### src/rtl/load_store_unit.sv
// load_store_unit
//   Initiator side of a byte-enabled data RAM port. It accepts one MIPS
//   load/store request at a time and presents the address, lane-replicated
//   write data, byte enables and write enable to the RAM for exactly one
//   ACCESS cycle. For loads it captures the RAM read data and sign- or
//   zero-extends it. It then returns a one-cycle response toward writeback.
//   Misaligned and illegal requests skip the RAM and respond one cycle after
//   they are accepted.
//
// Ports
//   clk, rst          rising-edge clock, synchronous active-high reset
//   req_valid/ready   request handshake (ready only in IDLE)
//   req_opcode        MIPS opcode (LB/LH/LW/LBU/LHU/SB/SH/SW)
//   req_addr          effective byte address
//   req_store_data    rt value for stores
//   req_rd            destination tag, echoed on resp_rd
//   mem_*             RAM address/write_data/byte_enable/write_enable, mem_dout read data
//   resp_valid        one-cycle response pulse
//   resp_is_load      response belongs to a load
//   resp_rd           echoed tag
//   resp_data         extended load data (0 for stores and exceptions)
//   resp_exc          00 ok, 01 misaligned, 10 illegal opcode

module load_store_unit #(
    parameter int unsigned ADDR_W    = 32,
    parameter bit          ZERO_IDLE = 1'b1
) (
    input  logic              clk,
    input  logic              rst,
    input  logic              req_valid,
    output logic              req_ready,
    input  logic [5:0]        req_opcode,
    input  logic [ADDR_W-1:0] req_addr,
    input  logic [31:0]       req_store_data,
    input  logic [4:0]        req_rd,
    output logic [ADDR_W-1:0] mem_address,
    output logic [31:0]       mem_write_data,
    output logic [3:0]        mem_byte_enable,
    output logic              mem_write_enable,
    input  logic [31:0]       mem_dout,
    output logic              resp_valid,
    output logic              resp_is_load,
    output logic [4:0]        resp_rd,
    output logic [31:0]       resp_data,
    output logic [1:0]        resp_exc
);

    typedef enum logic [1:0] {
        IDLE   = 2'd0,
        ACCESS = 2'd1,
        RESP   = 2'd2
    } state_t;

    state_t      state;
    logic [5:0]  op_q;
    logic [1:0]  lane_q;
    logic [4:0]  rd_q;

    // Decode of the incoming request
    logic        dec_legal;
    logic        dec_load;
    logic        dec_misaligned;
    logic [1:0]  dec_exc;
    logic [3:0]  dec_be;
    logic [31:0] dec_wdata;

    always_comb begin
        dec_legal      = 1'b0;
        dec_load       = 1'b0;
        dec_misaligned = 1'b0;
        dec_exc        = 2'b00;
        dec_be         = '0;
        dec_wdata      = '0;

        case (req_opcode)
            6'b100000, 6'b100001, 6'b100011,
            6'b100100, 6'b100101: begin
                dec_legal = 1'b1;
                dec_load  = 1'b1;
            end
            6'b101000, 6'b101001, 6'b101011: begin
                dec_legal = 1'b1;
            end
            default: dec_legal = 1'b0;
        endcase

        // opcode[1:0] encodes access size: 00 byte, 01 halfword, 11 word
        if (req_opcode[1:0] == 2'b01)
            dec_misaligned = req_addr[0];
        else if (req_opcode[1:0] == 2'b11)
            dec_misaligned = (req_addr[1:0] != 2'b00);

        if (!dec_legal)
            dec_exc = 2'b10;
        else if (dec_misaligned)
            dec_exc = 2'b01;

        if (dec_legal && !dec_load) begin
            case (req_opcode[1:0])
                2'b00: begin
                    dec_be    = 4'b0001 << req_addr[1:0];
                    dec_wdata = {4{req_store_data[7:0]}};
                end
                2'b01: begin
                    dec_be    = req_addr[1] ? 4'b1100 : 4'b0011;
                    dec_wdata = {2{req_store_data[15:0]}};
                end
                default: begin
                    dec_be    = 4'b1111;
                    dec_wdata = req_store_data;
                end
            endcase
        end
    end

    // Load result extraction from the RAM read data during ACCESS
    logic [31:0] lane;
    logic [31:0] load_data;

    always_comb begin
        lane      = mem_dout >> {lane_q, 3'b000};
        load_data = '0;
        case (op_q)
            6'b100000: load_data = {{24{lane[7]}}, lane[7:0]};
            6'b100001: load_data = {{16{lane[15]}}, lane[15:0]};
            6'b100011: load_data = mem_dout;
            6'b100100: load_data = {24'd0, lane[7:0]};
            6'b100101: load_data = {16'd0, lane[15:0]};
            default:   load_data = '0;
        endcase
    end

    always_ff @(posedge clk) begin
        if (rst) begin
            state            <= IDLE;
            req_ready        <= 1'b1;
            op_q             <= '0;
            lane_q           <= '0;
            rd_q             <= '0;
            mem_address      <= '0;
            mem_write_data   <= '0;
            mem_byte_enable  <= '0;
            mem_write_enable <= 1'b0;
            resp_valid       <= 1'b0;
            resp_is_load     <= 1'b0;
            resp_rd          <= '0;
            resp_data        <= '0;
            resp_exc         <= '0;
        end else begin
            case (state)
                IDLE: begin
                    if (req_valid) begin
                        op_q      <= req_opcode;
                        lane_q    <= req_addr[1:0];
                        rd_q      <= req_rd;
                        req_ready <= 1'b0;
                        if (dec_exc != 2'b00) begin
                            // Exception: respond next cycle without touching the RAM
                            resp_valid   <= 1'b1;
                            resp_is_load <= dec_legal && dec_load;
                            resp_rd      <= req_rd;
                            resp_data    <= '0;
                            resp_exc     <= dec_exc;
                            state        <= RESP;
                        end else begin
                            // RAM-side outputs are registered here so they are
                            // valid for the whole ACCESS cycle
                            mem_address      <= req_addr;
                            mem_byte_enable  <= dec_be;
                            mem_write_data   <= dec_wdata;
                            mem_write_enable <= ~dec_load;
                            state            <= ACCESS;
                        end
                    end
                end
                ACCESS: begin
                    resp_valid       <= 1'b1;
                    resp_is_load     <= ~op_q[3];
                    resp_rd          <= rd_q;
                    resp_data        <= load_data;
                    resp_exc         <= 2'b00;
                    mem_write_enable <= 1'b0;
                    if (ZERO_IDLE) begin
                        mem_address     <= '0;
                        mem_write_data  <= '0;
                        mem_byte_enable <= '0;
                    end
                    state <= RESP;
                end
                RESP: begin
                    resp_valid <= 1'b0;
                    req_ready  <= 1'b1;
                    state      <= IDLE;
                end
                default: begin
                    resp_valid       <= 1'b0;
                    mem_write_enable <= 1'b0;
                    req_ready        <= 1'b1;
                    state            <= IDLE;
                end
            endcase
        end
    end

endmodule

### config.mk
export PLATFORM = sky130hd
export DESIGN_NAME = load_store_unit
export DESIGN_NICKNAME = d
export VERILOG_FILES = /design/src/rtl/load_store_unit.sv
export SDC_FILE = /design/constraint.sdc
export NUM_CORES = 1
export LEC_CHECK = 0
export BUFFER_PORTS_ARGS = -buffer_cell sky130_fd_sc_hd__buf_4
export CORE_ASPECT_RATIO = 2
export CORE_MARGIN = 3
export CORE_UTILIZATION = 44
export CTS_CLUSTER_SIZE = 25
export DETAILED_ROUTE_END_ITERATION = 16
export MAX_ROUTING_LAYER = met4
export PLACE_DENSITY_LB_ADDON = 0.15
export SYNTH_ARGS = -nofsm -noshare
export SYNTH_HDL_FRONTEND = slang
export SYNTH_SLANG_ARGS = --single-unit
### constraint.sdc
create_clock -name clk -period 1.9 [get_ports clk]
set_input_delay 0 -clock clk [delete_from_list [all_inputs] [get_ports clk]]
set_output_delay 0 -clock clk [all_outputs]
set_load 0.005 [all_outputs]
Word-level counts from Yosys, hierarchy flattened --
Index checks and enable logic that the tools add are counted.
Storage, ports and cells: logic and storage cells 100, input port bits 110, output and inout bits 111, register bits 126
Operators by class: reduce and logical (&&, ||, !) cells 16, multiplexer cells 44, equality and inequality tests 20, bitwise operators 4, shift operators 2
Operator list (number):
- $pmux W32 S2 | 4
- $mux W32 | 7
- $pmux W32 S5 | 1
- $eq A6 B6 Y1 const B | 13
- $shr A32 B5 Y16 | 1
- $mux W4 | 4
- $pmux W4 S2 | 2
- $mux W1 | 12
- $mux W2 | 5
- $mux W5 | 2
- $pmux W5 S2 | 1
- $reduce_and A3 Y1 | 3
- $pmux W1 S2 | 4
- $pmux W2 S2 | 2
- $reduce_or A8 Y1 | 1
- $ne A2 B2 Y1 const B | 3
- $reduce_and A2 Y1 | 3
- $reduce_bool A2 Y1 | 3
- $reduce_or A5 Y1 | 1
- $eq A2 B1 Y1 const B | 2
- $eq A2 B2 Y1 const B | 2
- $logic_not A2 Y1 | 2
- $not A1 Y1 | 4
- $shl A1 B2 Y4 const A | 1
- other kinds (2) | 3

Depth between registers and ports, before layout --
depth in word-level cells 9, mapped depth 8, mapped depth without buffers 5

Least setup slack after synthesis --
No wires, ideal clock.
kind register -> register, from register op_q[3], to register resp_data[22], path slack 0.096 ns, library setup time 0.058 ns, arrival 1.746 ns, buffers on the path 1, clock period less this slack 1.804 ns, required time 1.842 ns, cell stages (with the launch flop) 6, cells stage by stage dfxtp_1 > or3b_4 > or3_4 > a2111oi_4 > buf_6 > a221o_2
Between the ends: longest elaborated chain between the ends 3, elaborated cells on any way between the ends 7, classes of those cells eq/ne: 5; mux: 2
RTL lines:
- start: declaration | line 55 | logic [5:0] op_q;
- start signal: assignment | line 153 | op_q <= req_opcode;
- $eq A6 B6 Y1 | line 123 | case (op_q)
- $pmux W32 S5 * | line 123
- $pmux W32 S2 * | line 150 | case (state)
- end signal: assignment | line 180 | resp_data <= load_data;
- end: declaration | line 44 | output logic [31:0] resp_data,
Every way passes the cells marked *; elsewhere a longest branch is shown, timed or not. A chain may end at the register's enable or synchronous reset.

Final worst setup path --
from register op_q[3], to register resp_data[24]
Same word-level chain as after synthesis.

==> metrics.csv <==
stage;metric;value;unit
status;outcome;complete, but fails checks;
status;failing checks;negative setup slack;
cts;Clock Path Buffers;2;
route;drt via density;5.56;
setup_path;WP depth;5;
synth;flop and latch count out of synthesis;126;
route;routed wire length;21400;um
route;Final ANT Viol Nets;0;
grt;grt ovf;0;
route;DRC Markers;0;
setup_path;crit path DAT;2.25;ns
synth;Synth Flop Type;dfxtp_1;
setup_path;critical path fanouts, max;16;
route;top sig layer;met4;
grt;first-pass GRT wire length;33500;um
floorplan;die footprint;0.0142;sq mm
sta;achievable clock frequency;0.526;GHz
route;DRT iter0 DRCs;335;
sta;endpoints failing setup;1;
setup_path;sum of buffers and inverters on the critical path;1;
finish;most common cell after layout, fill and taps aside;buf_4;
floorplan;num ports;221;
sta;Fin Clk Skew;0.0150;ns
sta;Worst-Margin Slew;0.485;ns
floorplan;die width;85.9;um
setup_path;Slowest cell on crit path;or3_4;
placed_design;post-detail-place hpwl;14100;um
setup_path;r2r startpoint;op_q[3]$_SDFFE_PP0P_;
worst_hold_path;Endpoint, Worst Hold;resp_data[14]$_SDFFE_PP0P_;
setup_path;kind of critical path;flip-flop to flip-flop;
finish;layout cells sized above 1;33.7;%
synth;synth warn;0;
setup_path;Startpoint Class;flip-flop;
route;Met2 Wirelength;11600;um
worst_hold_path;Hold Crit Depth;4;
finish;area taken by multi-input logic gates;0.00288;sq mm
cts;Clk pin slew, worst setup/hold paths;0.06;ns
synth;post-synthesis cell type count;47;
grt;initial antenna violation count;0;
synth;cell count after synthesis;641;
sta;Slew HR;67.6;%
floorplan;die height;166;um
setup_path;crit-path max cell delay;0.44;ns
synth;Seq/Total Area, Yosys;44.9;%
pwr;VDD IR max;0.732;mV
setup_path;CP cell instances;or3b_4 -> or3_4 -> a2111oi_4 -> buf_12 -> a221o_2;
finish;Final Core Density;74.2;%
cts;Sink Count;126;
cts;TritonCTS buffer count;17;
cts;H-tree Lvls;4;
floorplan;Core Footprint;0.0123;sq mm
floorplan;Initial Utilization;45.5;%
grt;vias in the first global route;6630;
setup_path;reg2reg setup slack;-0.002;ns
finish;most frequent cells in the layout;buf_4, dfxtp_1, nand2_1;
placed_design;port bufs;220;
setup_path;r2r endpoint;resp_data[24]$_SDFFE_PP0P_;
placed_design;Placed Instances;981;
finish;final cell count without fillers;1119;
finish;Final Net Count;1069;
sta;Period minus WS final;1.90;ns
synth;fraction of registers with async set/reset;0;%
finish;FF+latch area;0.00252;sq mm
worst_hold_path;Hold Crit Class;primary input to flip-flop;
grt;pin count of the biggest net entering global routing;57;
setup_path;reg2reg path depth;5;
route;average wire per standard cell;19.1;um
finish;Fillers;841;
sta;Final Hold Viols;0;
run;Max-Cap Viols;0;
setup_path;Required @ worst endpoint;2.25;ns
cts;CTS tree;done;
synth;Syn Nets;751;
synth;Mapped Area;0.00562;sq mm
synth;syn avg cell area;8.76;sq um
pwr;Power Density;755;mW/mm^2
grt;gr usage total;30.6;%
sta;final worst slack;-0.00179;ns
worst_hold_path;HP Start;mem_dout[14];
route;WL met3;1230;um
placed_design;pre-CTS WS;0.0868;ns
route;WL met1;7390;um
placed_design;gpl congestion;0.911;
cts;Clock Latency Late Sink;0.42;ns
synth;EDFF count, synth;0;
sta;max-slew violations;0;
pwr;leakage dissipation;3.84;nW
setup_path;Largest delay share family, worst path;simple AND/OR/NAND/NOR gates;
setup_path;Crit. End Element;flip-flop;
cts;root buffer cell;clkbuf_16;
route;vias;6227;
finish;number of diodes;0;
finish;area growth from synthesis to layout;63.1;%
sta;Period Utilization, post-route;100;%
route;drt first pass iters;5;
floorplan;row cnt;57;
pwr;Pwr Total;6.91;mW
[cells in the mapped netlist, drive strengths merged (6+ instances only)]
| master | instances | share of area (%) |
|---|---|---|
| o2111ai | 8 | 1.2 |
| nand3 | 29 | 2.6 |
| mux2 | 16 | 3.2 |
| nor2 | 29 | 1.9 |
| nand2 | 116 | 7.8 |
| dfxtp | 126 | 45 |
| o21ai | 40 | 3.6 |
| a21oi | 71 | 6.3 |
| mux2i | 21 | 3.7 |
| clkbuf | 37 | 2.5 |
| mux4 | 8 | 3.2 |
| a221o | 23 | 4.5 |
| nand2b | 33 | 3.7 |
| a31oi | 7 | 0.78 |
| a22o | 7 | 1.1 |
| buf | 15 | 1.5 |
| a21boi | 6 | 0.80 |
| nand3b | 9 | 1.2 |
[per-layer routing]
layer / GRT usage [%] / vias to the layer above
met4: 16.6 / 0
li1: - / 2914
met1: 30.4 / 2934
met2: 54.0 / 302
met5: - / -
met3: 6.36 / 77
[through the flow]
step / cell area (sq um) / hold slack [ns] / TNS [ns]
6_report: 9160 / 0.0471 / -0.00179
3_3_place_gp: 7500 / 0.246 / 0
4_1_cts: 9150 / 0.0116 / 0
5_1_grt: 9160 / 0.0594 / -0.397
3_5_place_dp: 7500 / 0.252 / 0
2_1_floorplan: 5620 / 0.136 / 0
[where the power goes]
group / switching (mW) / internal, mW / total, mW
clock network: 1.28 / 1.95 / 3.24
registers: 0.0412 / 2.70 / 2.74
logic: 0.421 / 0.516 / 0.937
[worst max path at each step]
stage                                                  to  slack [ns]                    from
final                          resp_data[24]$_SDFFE_PP0P_      -0.002    op_q[3]$_SDFFE_PP0P_
after floorplan                resp_data[22]$_SDFFE_PP0P_         0.1    op_q[3]$_SDFFE_PP0P_
after global routing           resp_data[24]$_SDFFE_PP0P_       -0.04    op_q[3]$_SDFFE_PP0P_
after global placement         resp_data[13]$_SDFFE_PP0P_        0.15    op_q[3]$_SDFFE_PP0P_
after detailed placement       resp_data[30]$_SDFFE_PP0P_        0.09  lane_q[0]$_SDFFE_PP0P_
after CTS                 mem_write_data[29]$_SDFFE_PP0P_       0.009           req_opcode[1]
[cells by family (layout without fill, tap and decap cells)]
kind of cell           count (synthesis)  in the layout  share of synthesized area (%)
buffers and inverters                 58            389                           4.37
AND/OR/NAND/NOR                      236            236                           19.9
AO/OA/AOI/OAI                        176            176                           20.6
multiplexers                          45             45                           10.2
flip-flops                           126            126                           44.9
[state kept, by name (all words and copies together) (netlist names), 2 cells and up]
signal	flops
mem_address	32
mem_write_data	32
resp_data	32
op_q	6
rd_q	5
resp_rd	5
mem_byte_enable	4
lane_q	2
resp_exc	2
state	2
[area by class of cell]
cell class	count	area share (%)
sequential	126	27.6
tap	147	2.01
multi-input combinational	457	31.4
clock inverter	14	1.72
clock buffer	18	4.69
timing repair buffer	351	32.4
inverter	6	0.246
[worst register-to-register path, delay by kind of cell, from the launching register on]
kind / cells / cell delay [ns]
AO/OA/AOI/OAI: 2 / 0.46
buffers and inverters: 1 / 0.20
flip-flops: 1 / 0.32
AND/OR/NAND/NOR: 2 / 0.86
[timing repair]
item	4_1_cts	5_1_grt
hold endpoints to repair	112	0
endpoints found under the setup margin	0	26
hold buffers	106	0
resized for setup	0	3
buffers inserted	0	0
(Power assumes the default switching activity.)
